`src/rtl/armleocpu_tlb_pkg.sv`:
```
// Shared widths, PTE flag bit positions and the TLB entry layout.
package armleocpu_tlb_pkg;

  localparam int VPN_W       = 20;
  localparam int PPN_W       = 22;
  localparam int TAG_FLAGS_W = 8;

  // PTE flag bit indices inside accesstag {D,A,G,U,X,W,R,V}
  localparam int FLAG_V = 0;
  localparam int FLAG_R = 1;
  localparam int FLAG_W = 2;
  localparam int FLAG_X = 3;
  localparam int FLAG_U = 4;
  localparam int FLAG_G = 5;
  localparam int FLAG_A = 6;
  localparam int FLAG_D = 7;

  // Tag is held VPN-wide (VPN >> ENTRIES_W, upper bits zero) so the layout
  // does not depend on the entry-count parameter of the instantiating module.
  typedef struct packed {
    logic                   valid;
    logic [VPN_W-1:0]       tag;
    logic [PPN_W-1:0]       phys;
    logic [TAG_FLAGS_W-1:0] accesstag;
  } tlb_entry_t;

endpackage

```
`src/rtl/armleocpu_tlb_ram.sv`:
```
// Direct-mapped TLB entry storage: one write port, one registered read port,
// flash-clear of all valid bits (clear beats a same-cycle write).
module armleocpu_tlb_ram
  import armleocpu_tlb_pkg::*;
#(
  parameter int ENTRIES_W = 3
) (
  input  logic                 clk,
  input  logic                 rst_n,
  input  logic                 rd_en,
  input  logic [ENTRIES_W-1:0] rd_idx,
  output tlb_entry_t           rd_entry,
  input  logic                 wr_en,
  input  logic [ENTRIES_W-1:0] wr_idx,
  input  tlb_entry_t           wr_entry,
  input  logic                 clear
);

  localparam int unsigned ENTRIES = 1 << ENTRIES_W;

  tlb_entry_t mem_q [ENTRIES];
  tlb_entry_t mem_d [ENTRIES];
  tlb_entry_t rd_q;
  tlb_entry_t rd_d;

  // Next storage contents and read register; read sees pre-edge contents
  always_comb begin
    mem_d = mem_q;
    if (clear) begin
      for (int unsigned i = 0; i < ENTRIES; i++) mem_d[i].valid = 1'b0;
    end else if (wr_en) begin
      mem_d[wr_idx] = wr_entry;
    end
    rd_d = rd_en ? mem_q[rd_idx] : rd_q;
  end

  // Storage and read-port registers
  always_ff @(posedge clk) begin
    if (!rst_n) begin
      for (int unsigned i = 0; i < ENTRIES; i++) mem_q[i] <= '0;
      rd_q <= '0;
    end else begin
      mem_q <= mem_d;
      rd_q  <= rd_d;
    end
  end

  assign rd_entry = rd_q;

endmodule

```
`src/rtl/armleo_cpu_tlb.sv`:
```
// Sv32 TLB for the ArmleoCPU MMU: direct-mapped, one-cycle registered lookup,
// bare-mode bypass when enable=0.
// Optional simulation checks: define ARMLEOCPU_TLB_ASSERT_EN.
module armleo_cpu_tlb
  import armleocpu_tlb_pkg::*;
#(
  parameter int ENTRIES_W = 3
) (
  input  logic                   clk,
  input  logic                   rst_n,
  input  logic                   enable,
  input  logic                   resolve,
  input  logic [VPN_W-1:0]       virtual_address,
  output logic                   miss,
  output logic                   done,
  output logic [PPN_W-1:0]       phys_r,
  output logic [TAG_FLAGS_W-1:0] accesstag_r,
  input  logic                   write,
  input  logic [VPN_W-1:0]       virtual_address_w,
  input  logic [PPN_W-1:0]       phys_w,
  input  logic [TAG_FLAGS_W-1:0] accesstag_w,
  input  logic                   invalidate
);

  tlb_entry_t       rd_entry;
  tlb_entry_t       wr_entry;
  logic             done_q, done_d;
  logic             enable_q, enable_d;
  logic [VPN_W-1:0] va_q, va_d;
  logic             hit;
  logic             miss_raw;

  assign wr_entry = '{valid:     accesstag_w[FLAG_V],
                      tag:       virtual_address_w >> ENTRIES_W,
                      phys:      phys_w,
                      accesstag: accesstag_w};

  armleocpu_tlb_ram #(.ENTRIES_W(ENTRIES_W)) u_ram (
    .clk      (clk),
    .rst_n    (rst_n),
    .rd_en    (resolve),
    .rd_idx   (virtual_address[ENTRIES_W-1:0]),
    .rd_entry (rd_entry),
    .wr_en    (write),
    .wr_idx   (virtual_address_w[ENTRIES_W-1:0]),
    .wr_entry (wr_entry),
    .clear    (invalidate)
  );

  // Capture request context alongside the RAM read; held while idle
  always_comb begin
    done_d   = resolve;
    enable_d = resolve ? enable : enable_q;
    va_d     = resolve ? virtual_address : va_q;
  end

  // Request registers; enable_q resets to 1 so the idle result after
  // reset decodes as an all-zero miss rather than a bypass
  always_ff @(posedge clk) begin
    if (!rst_n) begin
      done_q   <= 1'b0;
      enable_q <= 1'b1;
      va_q     <= '0;
    end else begin
      done_q   <= done_d;
      enable_q <= enable_d;
      va_q     <= va_d;
    end
  end

  // Result decode from registered state only; since every source holds
  // while idle, the outputs hold their last value when done=0
  always_comb begin
    hit         = rd_entry.valid && (rd_entry.tag == (va_q >> ENTRIES_W));
    miss_raw    = 1'b0;
    phys_r      = '0;
    accesstag_r = '0;
    if (!enable_q) begin
      phys_r      = {2'b00, va_q};
      accesstag_r = '1;
    end else if (hit) begin
      phys_r      = rd_entry.phys;
      accesstag_r = rd_entry.accesstag;
    end else begin
      miss_raw    = 1'b1;
    end
  end

  assign done = done_q;
  assign miss = done_q & miss_raw;

`ifdef ARMLEOCPU_TLB_ASSERT_EN
  // Simulation-only protocol checks
  always_ff @(posedge clk) begin
    if (rst_n) begin
      if ($isunknown({resolve, write, invalidate}))
        $error("armleo_cpu_tlb: X/Z on resolve/write/invalidate");
      if (write && invalidate)
        $error("armleo_cpu_tlb: write and invalidate asserted together");
      if (done && miss && !enable_q)
        $error("armleo_cpu_tlb: miss reported in bare mode");
    end
  end
`endif

endmodule

```
`config.mk`:
```
export PLATFORM = sky130hd
export DESIGN_NAME = armleo_cpu_tlb
export DESIGN_NICKNAME = d
export VERILOG_FILES = /design/src/rtl/armleocpu_tlb_pkg.sv /design/src/rtl/armleocpu_tlb_ram.sv /design/src/rtl/armleo_cpu_tlb.sv
export SDC_FILE = /design/constraint.sdc
export NUM_CORES = 1
export LEC_CHECK = 0
export CAP_MARGIN = 10
export CORE_AREA = 2 2 206 208
export CTS_CLUSTER_SIZE = 10
export DETAILED_ROUTE_END_ITERATION = 10
export DIE_AREA = 0 0 208 210
export GPL_ROUTABILITY_DRIVEN = 0
export PLACE_DENSITY = 0.69
export SYNTH_ARGS = -nofsm -noshare
export SYNTH_HDL_FRONTEND = slang
export SYNTH_SLANG_ARGS = --single-unit
```
`constraint.sdc`:
```
create_clock -name clk -period 2.5 [get_ports clk]
set_input_delay 0.375 -clock clk [delete_from_list [all_inputs] [get_ports clk]]
set_output_delay 0.375 -clock clk [all_outputs]
set_load 0.1 [all_outputs]
```
Word-level counts from Yosys, hierarchy flattened
Cells that the tools add are included.
- register bits after elaboration: 481
- $lt $le $gt $ge: 3
- equal/unequal tests: 1
- mux-type cells: 12
- bitwise gates (word level): 5
- reduce and logical (&&, ||, !) cells: 4
- operators by type and width (kind ; number):
    408-bit bitwise mux ; 1
    51-bit binary-select mux with 3-bit select ; 1
    51-bit demux with 3-bit select ; 1
    51-bit 2-to-1 mux ; 3
    22-bit 2-to-1 mux ; 2
    20-bit by 17-bit == test with 1-bit output ; 1
    8-bit 2-to-1 mux ; 2
    4-bit >= comparator (second input constant) ; 2
    3-bit NOT with 4-bit output ; 2
    4-bit by 1-bit less-than comparator with 1-bit output (second input constant) ; 1
    1-bit logical AND ; 2
    1-bit 2-to-1 mux ; 2
    1-bit NOT ; 2
    2-bit AND reduction ; 1
    2-bit OR reduction ; 1
    1-bit bitwise AND ; 1

Logic depth before layout (Yosys ltp)
Gate-level depths: netlist of run 1.
- depth in word-level cells: 6
- depth in mapped cells: 6

Cells and area by module
Synthesis of run 1 repeated with hierarchy kept, for this count alone.
- cell total of the unflattened synthesis: 2556
- area total of the unflattened synthesis: 22027.4 µm²
- by module, submodules not included (module ; times used ; cells an instance ; area an instance (µm²)):
    armleocpu_tlb_ram ; 1 ; 2368 ; 20377.0
    armleo_cpu_tlb ; 1 ; 188 ; 1650.3

Least setup slack after synthesis of run 1
OpenSTA, ideal clock, no wires.
- path type: register -> output
- start point: register va_q[10]
- end point: output port phys_r[0]
- arrival: 3.493 ns
- path slack: -1.368 ns
- cell stages (with the launch flop): 5
- buffers on the path: 0
- cells stage by stage: dfxtp_1 nor2b_1 a2111oi_4 nand3_4 o32ai_1
- cells in the longest elaborated chain, start to end: 4
- RTL lines (what ; RTL line ; RTL):
    start: declaration ; armleo_cpu_tlb.sv:29 ; logic [VPN_W-1:0] va_q, va_d;
    start signal: assignment ; armleo_cpu_tlb.sv:67 ; va_q <= va_d;
    20-bit by 17-bit == test with 1-bit output ; armleo_cpu_tlb.sv:74 ; hit = rd_entry.valid && (rd_entry.tag == (va_q >> ENTRIES_W));
    1-bit logical AND ; armleo_cpu_tlb.sv:74 ;
    22-bit 2-to-1 mux ; armleo_cpu_tlb.sv:81 ; end else if (hit) begin
    22-bit 2-to-1 mux ; armleo_cpu_tlb.sv:78 ; if (!enable_q) begin
    end: declaration ; armleo_cpu_tlb.sv:16 ; output logic [PPN_W-1:0] phys_r,
Every way passes these cells.

Final worst setup path of run 1
- start point: register va_q[5]
- end point: output port phys_r[5]
- cells in the longest elaborated chain, start to end: 4
- RTL lines (what ; RTL line):
    20-bit by 17-bit == test with 1-bit output ; armleo_cpu_tlb.sv:74
    1-bit logical AND ; armleo_cpu_tlb.sv:74
    22-bit 2-to-1 mux ; armleo_cpu_tlb.sv:81
    22-bit 2-to-1 mux * ; armleo_cpu_tlb.sv:78
Mark *: on every way between the ends. The rest lies on a longest branch, timed or not.

==> impl_metrics.env, run 1 <==
export IMPL_outcome="complete, but fails checks"
export IMPL_violations="negative setup slack"
export IMPL_worst_pin_slew_ns=0.666
export IMPL_n_fill_cell=3486
export IMPL_placed_cell_area_mm2=0.0226
export IMPL_routed_wl_um=59400
export IMPL_wl_met2_um=28800
export IMPL_cp_end_kind="primary output"
export IMPL_start_util=0.493
export IMPL_ir_drop_uv=457
export IMPL_drc=0
export IMPL_vias=16500
export IMPL_fin_area_mm2=0.0243
export IMPL_hold_depth=2
export IMPL_first_pass_iters=5
export IMPL_fmax_mhz=354
export IMPL_required_ns=2.12
export IMPL_drive_gt1_frac=0.147
export IMPL_ys_seq_area_frac=0.445
export IMPL_clk_latency_ns=0.61
export IMPL_syn_inst=2271
export IMPL_total_power_mw=15.6
export IMPL_yosys_warnings=0
export IMPL_drv_slew=0
export IMPL_syn_nets=2347
export IMPL_ant_nets=0
export IMPL_nNetsFinal=2357
export IMPL_grt_max_degree=125
export IMPL_die_w_um=208
export IMPL_finalCriticalPeriod_ns=2.83
export IMPL_critPathKind="reg2out"
export IMPL_swShare=0.248
export IMPL_reg2regPathDepth=3
export IMPL_synth_avg_cell_area_um2=9.00
export IMPL_yosysUniqueCellTypes=39
export IMPL_grt_pass1_vias=16300
export IMPL_top_layer="met5"
export IMPL_cts_buffer_depth=3
export IMPL_die_h_um=210
export IMPL_hold_class="in2reg"
export IMPL_critPathLaunchType="register"
export IMPL_fp_row_count=75
export IMPL_io_pins=108
export IMPL_cts_reportedPaths_clkPinSlew_ns=0.06
export IMPL_finalSetupViolCount=31
export IMPL_overflow=0
export IMPL_p_seq_frac=0.478
export IMPL_min_period_over_period=1.13
export IMPL_comb_power_share=0.097
export IMPL_setup_slack_ns=-0.327
export IMPL_internal_power_mw=11.8
export IMPL_grt_total_usage=0.271
export IMPL_rsz0062_at_grt="yes"
export IMPL_synthesis_area_mm2=0.0204
export IMPL_avgRoutedWirePerCell_um=21.0
export IMPL_port_buffers=107
export IMPL_utilization=0.586
export IMPL_power_switching_mw=3.87
export IMPL_powerDensity_mw_per_mm2=643
export IMPL_numCtsBuffers=52
export IMPL_antenna_found_initial=5
export IMPL_synth_seq_cells=454
export IMPL_hold_viol=0
export IMPL_fp_coreArea_mm2=0.0415
export IMPL_viasPerCell=5.82
export IMPL_drt_met1_wl_um=24700
export IMPL_reg2reg_slack_ns=0.96
export IMPL_cts_sinks=454
export IMPL_arrival_ns=2.45
export IMPL_h_tree_depth=2
export IMPL_cp_max_fo=8
export IMPL_relSlewSlack=0.554
export IMPL_die_area_mm2=0.0437
export IMPL_finalClockSkew_ns=0.0190
export IMPL_area_growth_syn_to_layout_pct=19.0
export IMPL_wl_met3_um=4180
export IMPL_total_leakage_power_nw=8.28
export IMPL_first_iter_violations=1652
export IMPL_final_cells=2830
export IMPL_dp_cells=2757
export IMPL_maxCapViolCount=0
export IMPL_root_buffer="clkbuf_16"
export IMPL_cts_tree="done"
export IMPL_grt_pass1_wl_um=93000
export IMPL_hpwl_um=35400
export IMPL_p_clk_frac=0.425
-- worst max-delay path: stages (launching register included) --
cell and delay, ns:
dfxtp_1 0.33, nor2b_1 0.13, a2111oi_1 0.37, nand4_1 0.15
buf_6 0.18, buf_16 0.16, o32ai_4 0.31, buf_12 0.21
-- routing by layer --
metal	GRT usage	vias up
met5	0	-
met4	0.0863	4
met3	0.0460	128
met2	0.462	585
met1	0.353	8116
li1	-	7625
-- registers in the layout, summed over array words and instances, names as in the netlist --
| register | cells |
|---|---|
| va_q | 20 |
| enable_q | 1 |
| u_ram.mem_q | 384 |
| u_ram.rd_entry | 48 |
| done | 1 |
-- metrics by stage --
step	hold WS (ns)	worst slack, ns	setup TNS, ns
floorplan	0.432	-0.494	-6.39
global placement	0.437	0.135	0
detailed placement	0.445	0.0663	0
CTS	0.182	-0.350	-9.60
global route	0.225	-0.417	-11.24
finish	0.224	-0.327	-8.65
-- power groups by stage --
stage	Combinational [mW]	Clock [mW]	Sequential, mW
after CTS	1.50	6.73	7.47
after detailed placement	1.44	0	7.63
after floorplan	0.965	0	7.59
after global routing	1.60	7.01	7.49
final	1.52	6.64	7.48
after global placement	1.42	0	7.62
-- placed cells by master, fill, tap and decap left out, drive strengths merged --
cell type / n
diode: 3
dfxtp: 454
and3b: 2
o21ai: 60
nand3: 5
inv: 23
mux2i: 70
nor4: 3
buf: 119
xnor2: 1
nand2: 794
clkinv: 4
o211a: 1
xor2: 10
a21boi: 377
mux4: 96
nand4: 10
nor2: 11
nor4b: 1
a21oi: 55
nor3: 6
clkbuf: 56
or3b: 1
nand2b: 2
a2111oi: 2
clkdlybuf4s50: 70
nand3b: 2
and3: 1
a222oi: 1
and2: 1
o32ai: 20
nor3b: 2
nor2b: 28
-- logic make-up (layout without fill, tap and decap cells) --
kind of cell	Yosys count	count (layout)	share of synthesized area
AND/OR/NAND/NOR	869	869	0.169
other	0	3	0
AO/OA/AOI/OAI	516	516	0.185
multiplexers	166	166	0.140
buffers and inverters	255	272	0.0562
flip-flops	454	454	0.445
XOR/XNOR	11	11	0.00472
-- final timing paths --
check / from / endpoint
worst max-delay path: va_q[5] / phys_r[5]
worst min-delay path: rst_n / va_q[12]
worst max register to register: u_ram.mem_q[8] / u_ram.rd_entry[8]
worst min register to register: u_ram.mem_q[69] / u_ram.mem_q[69]
-- synth_stat cells --
master	n	area, µm²
nand2_1	794	2980
dfxtp_1	454	9090
a21boi_1	300	2250
clkbuf_1	124	465
mux4_2	96	2160
buf_2	80	400
a21boi_0	77	578
mux2i_1	70	701
a21oi_1	55	275
o21ai_0	52	260
nor2b_1	28	175
inv_1	22	82.6
o32ai_2	19	309
buf_4	14	105
nor2_1	11	41.3
buf_1	10	37.5
nand4_1	10	62.6
xor2_1	10	87.6
o21ai_1	8	40.0
nor3_1	6	30.0
buf_6	5	56.3
nand3_1	4	20.0
nor4_1	3	18.8
and3b_1	2	17.5
nand2b_1	2	12.5
nand3b_1	2	15.0
a2111oi_0	1	8.76
a2111oi_4	1	27.5
a222oi_1	1	10.0
and2_1	1	6.26
and3_1	1	6.26
nand3_4	1	17.5
nor3b_1	1	7.51
nor3b_2	1	12.5
nor4b_4	1	23.8
o211a_1	1	10.0
o32ai_1	1	8.76
or3b_1	1	8.76
xnor2_1	1	8.76
-- area by class of cell --
type,instances,area (µm²),area share
Clock buffer,56,1340,0.0549
Timing Repair Buffer,189,2410,0.0993
Antenna cell,3,7.51,0.000309
Inverter,22,82.6,0.00340
Multi-Input combinational cell,1562,10600,0.438
Clock inverter,5,62.6,0.00257
Tap cell,539,674,0.0277
Sequential cell,454,9100,0.374
-- repair_timing --
item                       in CTS  in global routing
gates cloned                    2                  0
setup endpoints to repair      31                 31
buffers inserted                5                  2
hold endpoints to repair        0                  0
resized for setup              28                 10
pin swaps                      29                 17
hold buffers                    0                  0
Power figures use the tool's default switching activity.
==> run 2, diff against run 1 <==
- CAP_MARGIN: 10 -> 20
==> results of run 2 <==
Final layout, timing and power as in run 1 (identical DEF).
